$ cat config.mk
export PLATFORM = sky130hd
export DESIGN_NAME = fx3_gpif_receiver
export DESIGN_NICKNAME = d
export VERILOG_FILES = /design/src/rtl/fx3_gpif_pkg.sv /design/src/rtl/fx3_flag_delay.sv /design/src/rtl/fx3_gpif_receiver.sv
export SDC_FILE = /design/constraint.sdc
export NUM_CORES = 1
export LEC_CHECK = 0
export CORE_MARGIN = 10
export CORE_UTILIZATION = 51
export DETAILED_ROUTE_END_ITERATION = 16
export HOLD_SLACK_MARGIN = 0.05
export PLACE_DENSITY = 0.82
export SLEW_MARGIN = 25
export SYNTH_ARGS = -nofsm -noshare
export SYNTH_HDL_FRONTEND = slang
export SYNTH_SLANG_ARGS = --single-unit
$ cat constraint.sdc
create_clock -name clock -period 5.1 [get_ports clock]
set_clock_uncertainty 0.2 [all_clocks]
set_input_delay 1.02 -clock clock [delete_from_list [all_inputs] [get_ports clock]]
set_output_delay 1.02 -clock clock [all_outputs]
set_load 0.02 [all_outputs]
$ cat src/rtl/fx3_gpif_pkg.sv
// Shared definitions for the FX3 GPIF slave-FIFO receiver model:
// link data width, FSM state encoding, flag polarities and the ramp
// checker helper used by the optional DATA_CHECK_EN build.
package fx3_gpif_pkg;

   localparam int GPIF_DATA_W = 16;

   typedef enum logic [1:0] {
      ST_STARTUP  = 2'd0,
      ST_FILLING  = 2'd1,
      ST_DRAINING = 2'd2
   } gpif_state_e;

   // nReady is active low: 1 until the emulated FX3 has booted
   localparam logic NREADY_NOT_READY = 1'b1;
   localparam logic NREADY_READY     = 1'b0;

   // th0Ready is inverted relative to the internal ready: 1 = not ready
   localparam logic TH0_NOT_READY = 1'b1;
   localparam logic TH0_READY     = 1'b0;

   // Watermark idle level (reset and STARTUP)
   localparam logic WM_CLEAR = 1'b0;

   // True when cur does not follow prev by exactly step (mod 2^16)
   function automatic logic ramp_step_error(
      input logic [GPIF_DATA_W-1:0] cur,
      input logic [GPIF_DATA_W-1:0] prev,
      input logic [GPIF_DATA_W-1:0] step
   );
      logic [GPIF_DATA_W-1:0] delta;
      delta = cur - prev;
      return (delta != step);
   endfunction

endpackage

$ cat src/rtl/fx3_flag_delay.sv
// Parameterised-depth flag delay line emulating FX3 flag latency.
// DEPTH = 0 is a straight wire; otherwise q is d delayed DEPTH clocks and
// every stage loads RESET_VAL on reset.
module fx3_flag_delay #(
   parameter int   DEPTH     = 2,
   parameter logic RESET_VAL = 1'b0
) (
   input  logic clock,
   input  logic reset,
   input  logic d,
   output logic q
);

   generate
      if (DEPTH == 0) begin : g_bypass
         logic unused_clk_s;
         assign unused_clk_s = clock ^ reset;
         assign q = d;
      end else begin : g_shift
         logic [DEPTH-1:0] shift_q;
         logic [DEPTH-1:0] shift_d;

         // Shift the new flag sample into stage 0, older samples move up
         always_comb begin
            shift_d    = shift_q;
            shift_d[0] = d;
            for (int i = 1; i < DEPTH; i++) begin
               shift_d[i] = shift_q[i-1];
            end
         end

         // Delay-line register with the flag's idle value on reset
         always_ff @(posedge clock or posedge reset) begin
            if (reset) begin
               shift_q <= {DEPTH{RESET_VAL}};
            end else begin
               shift_q <= shift_d;
            end
         end

         assign q = shift_q[DEPTH-1];
      end
   endgenerate

endmodule

$ cat src/rtl/fx3_gpif_receiver.sv
// FX3 end of the GPIF slave-FIFO link: consumes the FPGA's 16-bit write
// stream into an emulated thread-0 DMA buffer, emulates USB drain time,
// drives nReady/th0Ready/th0Watermark back and counts traffic and faults.
// Optional ramp checker on the data stream: define DATA_CHECK_EN.
module fx3_gpif_receiver
   import fx3_gpif_pkg::*;
#(
   parameter int BUFFER_WORDS    = 8192,
   parameter int WATERMARK_WORDS = 6,
   parameter int DRAIN_CYCLES    = 4096,
   parameter int FLAG_LATENCY    = 2,
   parameter int STARTUP_CYCLES  = 16,
   parameter int RAMP_STEP       = 64
) (
   input  logic                         clock,
   input  logic                         reset,
   input  logic [GPIF_DATA_W-1:0]       gpifData,
   input  logic                         nWrite,
   input  logic                         nShort,
   input  logic                         nError,
   output logic                         nReady,
   output logic                         th0Ready,
   output logic                         th0Watermark,
   output logic [$clog2(BUFFER_WORDS):0] bufferFill,
   output logic [31:0]                  wordCount,
   output logic [31:0]                  bufferCount,
   output logic [15:0]                  shortCount,
   output logic                         overflowError,
   output logic                         writerErrorSeen
`ifdef DATA_CHECK_EN
   ,
   output logic [15:0]                  dataErrorCount
`endif
);

   localparam int FILL_W = $clog2(BUFFER_WORDS) + 1;
   localparam int TMAX   = (STARTUP_CYCLES > DRAIN_CYCLES) ? STARTUP_CYCLES : DRAIN_CYCLES;
   localparam int TW     = $clog2(TMAX + 1);

   localparam logic [FILL_W-1:0] FILL_FULL    = FILL_W'(BUFFER_WORDS);
   localparam logic [FILL_W-1:0] FILL_LAST    = FILL_W'(BUFFER_WORDS - 1);
   localparam logic [FILL_W-1:0] WM_LEVEL     = FILL_W'(WATERMARK_WORDS);
   localparam logic [TW-1:0]     STARTUP_LAST = TW'(STARTUP_CYCLES - 1);
   localparam logic [TW-1:0]     DRAIN_LAST   = TW'(DRAIN_CYCLES - 1);

   gpif_state_e        state_q, state_d;
   logic [TW-1:0]      timer_q, timer_d;
   logic [FILL_W-1:0]  fill_q, fill_d;
   logic [31:0]        word_count_q, word_count_d;
   logic [31:0]        buffer_count_q, buffer_count_d;
   logic [15:0]        short_count_q, short_count_d;
   logic               overflow_q, overflow_d;
   logic               writer_err_q, writer_err_d;
   logic               nready_q, nready_d;

   logic [FILL_W-1:0]  free_s;
   logic               ready_int_s;
   logic               watermark_int_s;
   logic               accept_s;
   logic               th0_ready_raw_s;

   // Internal (undelayed) ready/watermark derived from state and fill
   always_comb begin
      free_s          = FILL_FULL - fill_q;
      ready_int_s     = 1'b0;
      watermark_int_s = WM_CLEAR;
      case (state_q)
         ST_FILLING: begin
            if (fill_q < FILL_FULL) begin
               ready_int_s = 1'b1;
            end else begin
               ready_int_s = 1'b0;
            end
            watermark_int_s = (free_s <= WM_LEVEL);
         end
         ST_DRAINING: begin
            ready_int_s     = 1'b0;
            watermark_int_s = 1'b1;
         end
         default: begin
            ready_int_s     = 1'b0;
            watermark_int_s = WM_CLEAR;
         end
      endcase
      accept_s        = ready_int_s & ~nWrite;
      th0_ready_raw_s = ready_int_s ? TH0_READY : TH0_NOT_READY;
   end

   // Next-state logic: startup timer, buffer fill/commit, drain timer, counters
   always_comb begin
      state_d        = state_q;
      timer_d        = timer_q;
      fill_d         = fill_q;
      word_count_d   = word_count_q;
      buffer_count_d = buffer_count_q;
      short_count_d  = short_count_q;
      nready_d       = nready_q;
      // A write the buffer cannot take is dropped and flagged
      overflow_d     = overflow_q | (~nWrite & ~ready_int_s);
      writer_err_d   = writer_err_q | ~nError;

      case (state_q)
         ST_STARTUP: begin
            if (timer_q == STARTUP_LAST) begin
               state_d  = ST_FILLING;
               timer_d  = {TW{1'b0}};
               nready_d = NREADY_READY;
            end else begin
               timer_d = timer_q + TW'(1);
            end
         end
         ST_FILLING: begin
            if (accept_s) begin
               fill_d       = fill_q + FILL_W'(1);
               word_count_d = word_count_q + 32'd1;
            end else begin
               fill_d       = fill_q;
               word_count_d = word_count_q;
            end
            // A word that completes the buffer makes it a full commit even
            // if nShort is also low on the same clock
            if (accept_s && (fill_q == FILL_LAST)) begin
               buffer_count_d = buffer_count_q + 32'd1;
               state_d        = ST_DRAINING;
               timer_d        = {TW{1'b0}};
            end else if (!nShort) begin
               buffer_count_d = buffer_count_q + 32'd1;
               short_count_d  = short_count_q + 16'd1;
               state_d        = ST_DRAINING;
               timer_d        = {TW{1'b0}};
            end else begin
               state_d = ST_FILLING;
            end
         end
         ST_DRAINING: begin
            if (timer_q == DRAIN_LAST) begin
               state_d = ST_FILLING;
               timer_d = {TW{1'b0}};
               fill_d  = {FILL_W{1'b0}};
            end else begin
               timer_d = timer_q + TW'(1);
            end
         end
         default: begin
            state_d = ST_STARTUP;
            timer_d = {TW{1'b0}};
            fill_d  = {FILL_W{1'b0}};
         end
      endcase
   end

   // Main state, counters and sticky fault flags
   always_ff @(posedge clock or posedge reset) begin
      if (reset) begin
         state_q        <= ST_STARTUP;
         timer_q        <= {TW{1'b0}};
         fill_q         <= {FILL_W{1'b0}};
         word_count_q   <= 32'd0;
         buffer_count_q <= 32'd0;
         short_count_q  <= 16'd0;
         overflow_q     <= 1'b0;
         writer_err_q   <= 1'b0;
         nready_q       <= NREADY_NOT_READY;
      end else begin
         state_q        <= state_d;
         timer_q        <= timer_d;
         fill_q         <= fill_d;
         word_count_q   <= word_count_d;
         buffer_count_q <= buffer_count_d;
         short_count_q  <= short_count_d;
         overflow_q     <= overflow_d;
         writer_err_q   <= writer_err_d;
         nready_q       <= nready_d;
      end
   end

   fx3_flag_delay #(
      .DEPTH     (FLAG_LATENCY),
      .RESET_VAL (TH0_NOT_READY)
   ) u_th0_ready_delay (
      .clock (clock),
      .reset (reset),
      .d     (th0_ready_raw_s),
      .q     (th0Ready)
   );

   fx3_flag_delay #(
      .DEPTH     (FLAG_LATENCY),
      .RESET_VAL (WM_CLEAR)
   ) u_th0_wm_delay (
      .clock (clock),
      .reset (reset),
      .d     (watermark_int_s),
      .q     (th0Watermark)
   );

   assign nReady          = nready_q;
   assign bufferFill      = fill_q;
   assign wordCount       = word_count_q;
   assign bufferCount     = buffer_count_q;
   assign shortCount      = short_count_q;
   assign overflowError   = overflow_q;
   assign writerErrorSeen = writer_err_q;

`ifdef DATA_CHECK_EN
   localparam logic [GPIF_DATA_W-1:0] RAMP = GPIF_DATA_W'(RAMP_STEP);

   logic [GPIF_DATA_W-1:0] last_word_q, last_word_d;
   logic                   have_last_q, have_last_d;
   logic [15:0]            data_err_q, data_err_d;

   // Ramp check on every accepted word after the first since reset
   always_comb begin
      last_word_d = last_word_q;
      have_last_d = have_last_q;
      data_err_d  = data_err_q;
      if (accept_s) begin
         last_word_d = gpifData;
         have_last_d = 1'b1;
         if (have_last_q && ramp_step_error(gpifData, last_word_q, RAMP) &&
             (data_err_q != 16'hFFFF)) begin
            data_err_d = data_err_q + 16'd1;
         end else begin
            data_err_d = data_err_q;
         end
      end else begin
         last_word_d = last_word_q;
      end
   end

   // Ramp checker registers; the chain survives buffer commits
   always_ff @(posedge clock or posedge reset) begin
      if (reset) begin
         last_word_q <= {GPIF_DATA_W{1'b0}};
         have_last_q <= 1'b0;
         data_err_q  <= 16'd0;
      end else begin
         last_word_q <= last_word_d;
         have_last_q <= have_last_d;
         data_err_q  <= data_err_d;
      end
   end

   assign dataErrorCount = data_err_q;
`else
   logic unused_data_s;
   assign unused_data_s = ^gpifData;
`endif

endmodule

==> metrics.md <==
| Metric | Value |
|---|---|
| Tcrit/Tclk final | `0.6810` |
| Run status | `complete, no violations` |
| Unrepaired setup endpoints after global routing | `false` |
| Tightest Pin Transition | `834.8 ps` |
| Inst Count DP | `775` |
| Final setup fails | `0` |
| I/O pins | `120` |
| Initial antenna violation count | `0` |
| Post-DP HPWL | `9992 um` |
| CTS tree | `done` |
| Number of global-route vias before repair | `4762` |
| Net count, final | `686` |
| CTS Buf Count | `17` |
| Fraction of registers with async set/reset | `1.000` |
| Pin count of the biggest net entering global routing | `70` |
| Crit path DAT | `3710 ps` |
| CP Max Fanout | `18` |
| Hold Path Sink | `u_th0_ready_delay.g_shift.shift_q[1]` |
| Core Region | `10890 um2` |
| Max-Cap Viols | `0` |
| Iteration-0 DRC Markers | `501` |
| Synth warn | `0` |
| IO buf count | `103` |
| Worst r2r src | `state_q[1]` |
| Initial core utilization | `0.5229` |
| First-pass GRT wire length | `23940 um` |
| Worst slack at placement | `1106 ps` |
| Die X | `125.7 um` |
| Drt pass-1 iters | `5` |
| Sequential area share after synthesis | `0.5105` |
| Worst-path clk slew | `60 ps` |
| Fmax | `0.2879 GHz` |
| Row cnt | `38` |
| Slew headroom | `0.4435` |
| Cells after synthesis | `544` |
| Min-Delay Path Depth | `0` |
| Share of layout cells above drive strength 1 | `0.07808` |
| Post-synth EDFFs | `0` |
| Worst min path class | `register to register` |
| Yosys reg bits | `116` |
| Remaining DRCs | `0` |
| Crit. End Element | `register` |
| GRT Util Overall | `0.1794` |
| Fin area | `7535 um2` |
| Synth top area share | `0.4967` |
| Ys flop type | `dfrtp_1` |
| Post-CTS Setup Inserts | `0` |
| Post-DP Area | `6855 um2` |
| Worst endpoint required time | `5330 ps` |
| Setup_tns | `0 ps` |
| Total gr overflow | `0` |
| Die Ht | `125.7 um` |
| PD cells | `433.4 nW/um2` |
| Antenna diode count | `0` |
| Mapped cell area | `5693 um2` |
| CTS resizes | `0` |
| Mapped Nets | `576` |
| Vias per inst | `5.877` |
| Minimum clock period | `3473 ps` |
| FF-to-FF End | `wordCount[26]` |
| Hold path startpoint | `u_th0_ready_delay.g_shift.shift_q[0]` |
| Max Slew Vio Count | `0` |
| Routed len/inst | `17.73 um` |
| Post-route ant nets | `0` |
| Clock buffer depth | `2` |
| Synth area leaders | `dfrtp_1 (50%), xnor2_1 (8.0%), xor2_1 (4.0%)` |
| Routed WL | `14290 um` |
| Crit path launch type | `register` |
| GP Congestion | `0.9134` |
| Peak supply drop | `0.0002534 V` |
| CTS root buf | `clkbuf_8` |
| Worst reg2reg setup slack | `1630 ps` |
| Reg2Reg Depth | `7` |
| Tot Pwr | `3.266 mW` |
| Synth area leader | `dfrtp_1` |
| Final-report hold violation count | `0` |
| Clk Latency, worst-skew pair | `520 ps` |
| Via count | `4737` |
| Post-route worst setup slack | `1627 ps` |
| H-tree levels | `4` |
| Hold_buf cts | `0` |
| WHS | `155.5 ps` |
| Synth Area per Inst | `10.47 um2` |
| Die footprint | `15790 um2` |
| Area Overhead vs Synth | `32.35%` |
| Critical path class | `register to register` |
| Unique masters post-synth | `60` |
| CTS Sinks | `116` |
| Layout Cells excl Fill | `806` |
| LEAKAGE | `3.210 nW` |
| Post-layout util | `0.6920` |
[kinds of logic (layout without fill, tap and decap cells)]
group	count (synthesis)	count (layout)	share of synthesized area
AO/OA/AOI/OAI	74	74	0.09099
XOR/XNOR	78	78	0.1200
adder cells (fa/ha/maj)	11	11	0.02418
buffers and inverters	30	152	0.02198
flip-flops	116	116	0.5105
multiplexers	5	5	0.009450
AND/OR/NAND/NOR	230	230	0.2229
[where the power goes]
group	internal, mW	total, mW	switching (mW)
registers	1.02	1.15	0.124
logic	0.326	0.784	0.458
clock network	0.920	1.33	0.414
total	2.27	3.27	0.996
[cell type report]
| cell class | count | area [um2] |
|---|---|---|
| Fill cell | 794 | 3353 |
| Sequential cell | 116 | 2907 |
| Multi-Input combinational cell | 398 | 2674 |
| Timing Repair Buffer | 106 | 1054 |
| Clock buffer | 24 | 500.5 |
| Tap cell | 140 | 175.2 |
| Clock inverter | 7 | 166.4 |
| Inverter | 15 | 58.81 |
[synthesized netlist by cell type, drive strengths merged (12+ instances only)]
library cell,count
dfrtp,113
xnor2,52
nand2,48
nand3,41
nor2,34
nand4,29
xor2,26
o21ai,23
inv,14
nor3,13
clkbuf,12
[worst max path at each step]
| stage | end | from | cells past startpoint |
|---|---|---|---|
| finish | wordCount[26] | state_q[1] | 7 |
| CTS | wordCount[25] | state_q[1] | 7 |
| detailed placement | wordCount[31] | nWrite | 6 |
| global route | wordCount[26] | state_q[1] | 7 |
| floorplan | bufferCount[0] | reset | 1 |
| global placement | wordCount[23] | nWrite | 6 |
[worst max-delay path, stage by stage (launching register included)]
cell and delay [ps]:
dfrtp_1 400, inv_1 120, ha_1 580, nor3b_2 530, nand3_1 390, or4_1 770, nor2b_1 220, xor2_1 180
[per-layer routing]
layer  routed length [um]  up-vias  GRT usage
met5                    0        -          0
met4                  221        0    0.05352
met3                 1068       32    0.05872
met2                 6994      160     0.2937
met1                 6008     2362     0.2210
li1                     -     2183          -
[cells in the final DEF, fill, tap and decap left out, drive strengths merged, types with 14 or more instances in the layout]
| cell type | n |
|---|---|
| nand2 | 48 |
| inv | 14 |
| dfrtp | 113 |
| nand4 | 29 |
| o21ai | 23 |
| clkbuf | 24 |
| xor2 | 26 |
| clkdlybuf4s50 | 103 |
| nand3 | 41 |
| xnor2 | 52 |
| nor2 | 34 |
[state kept, by name (all words and copies together), names as in the netlist, 2 cells and up]
signal                             count
bufferCount                           32
wordCount                             32
shortCount                            16
bufferFill                            14
timer_q                               13
state_q                                2
u_th0_ready_delay.g_shift.shift_q      2
u_th0_wm_delay.g_shift.shift_q         2
(Power assumes the default switching activity.)
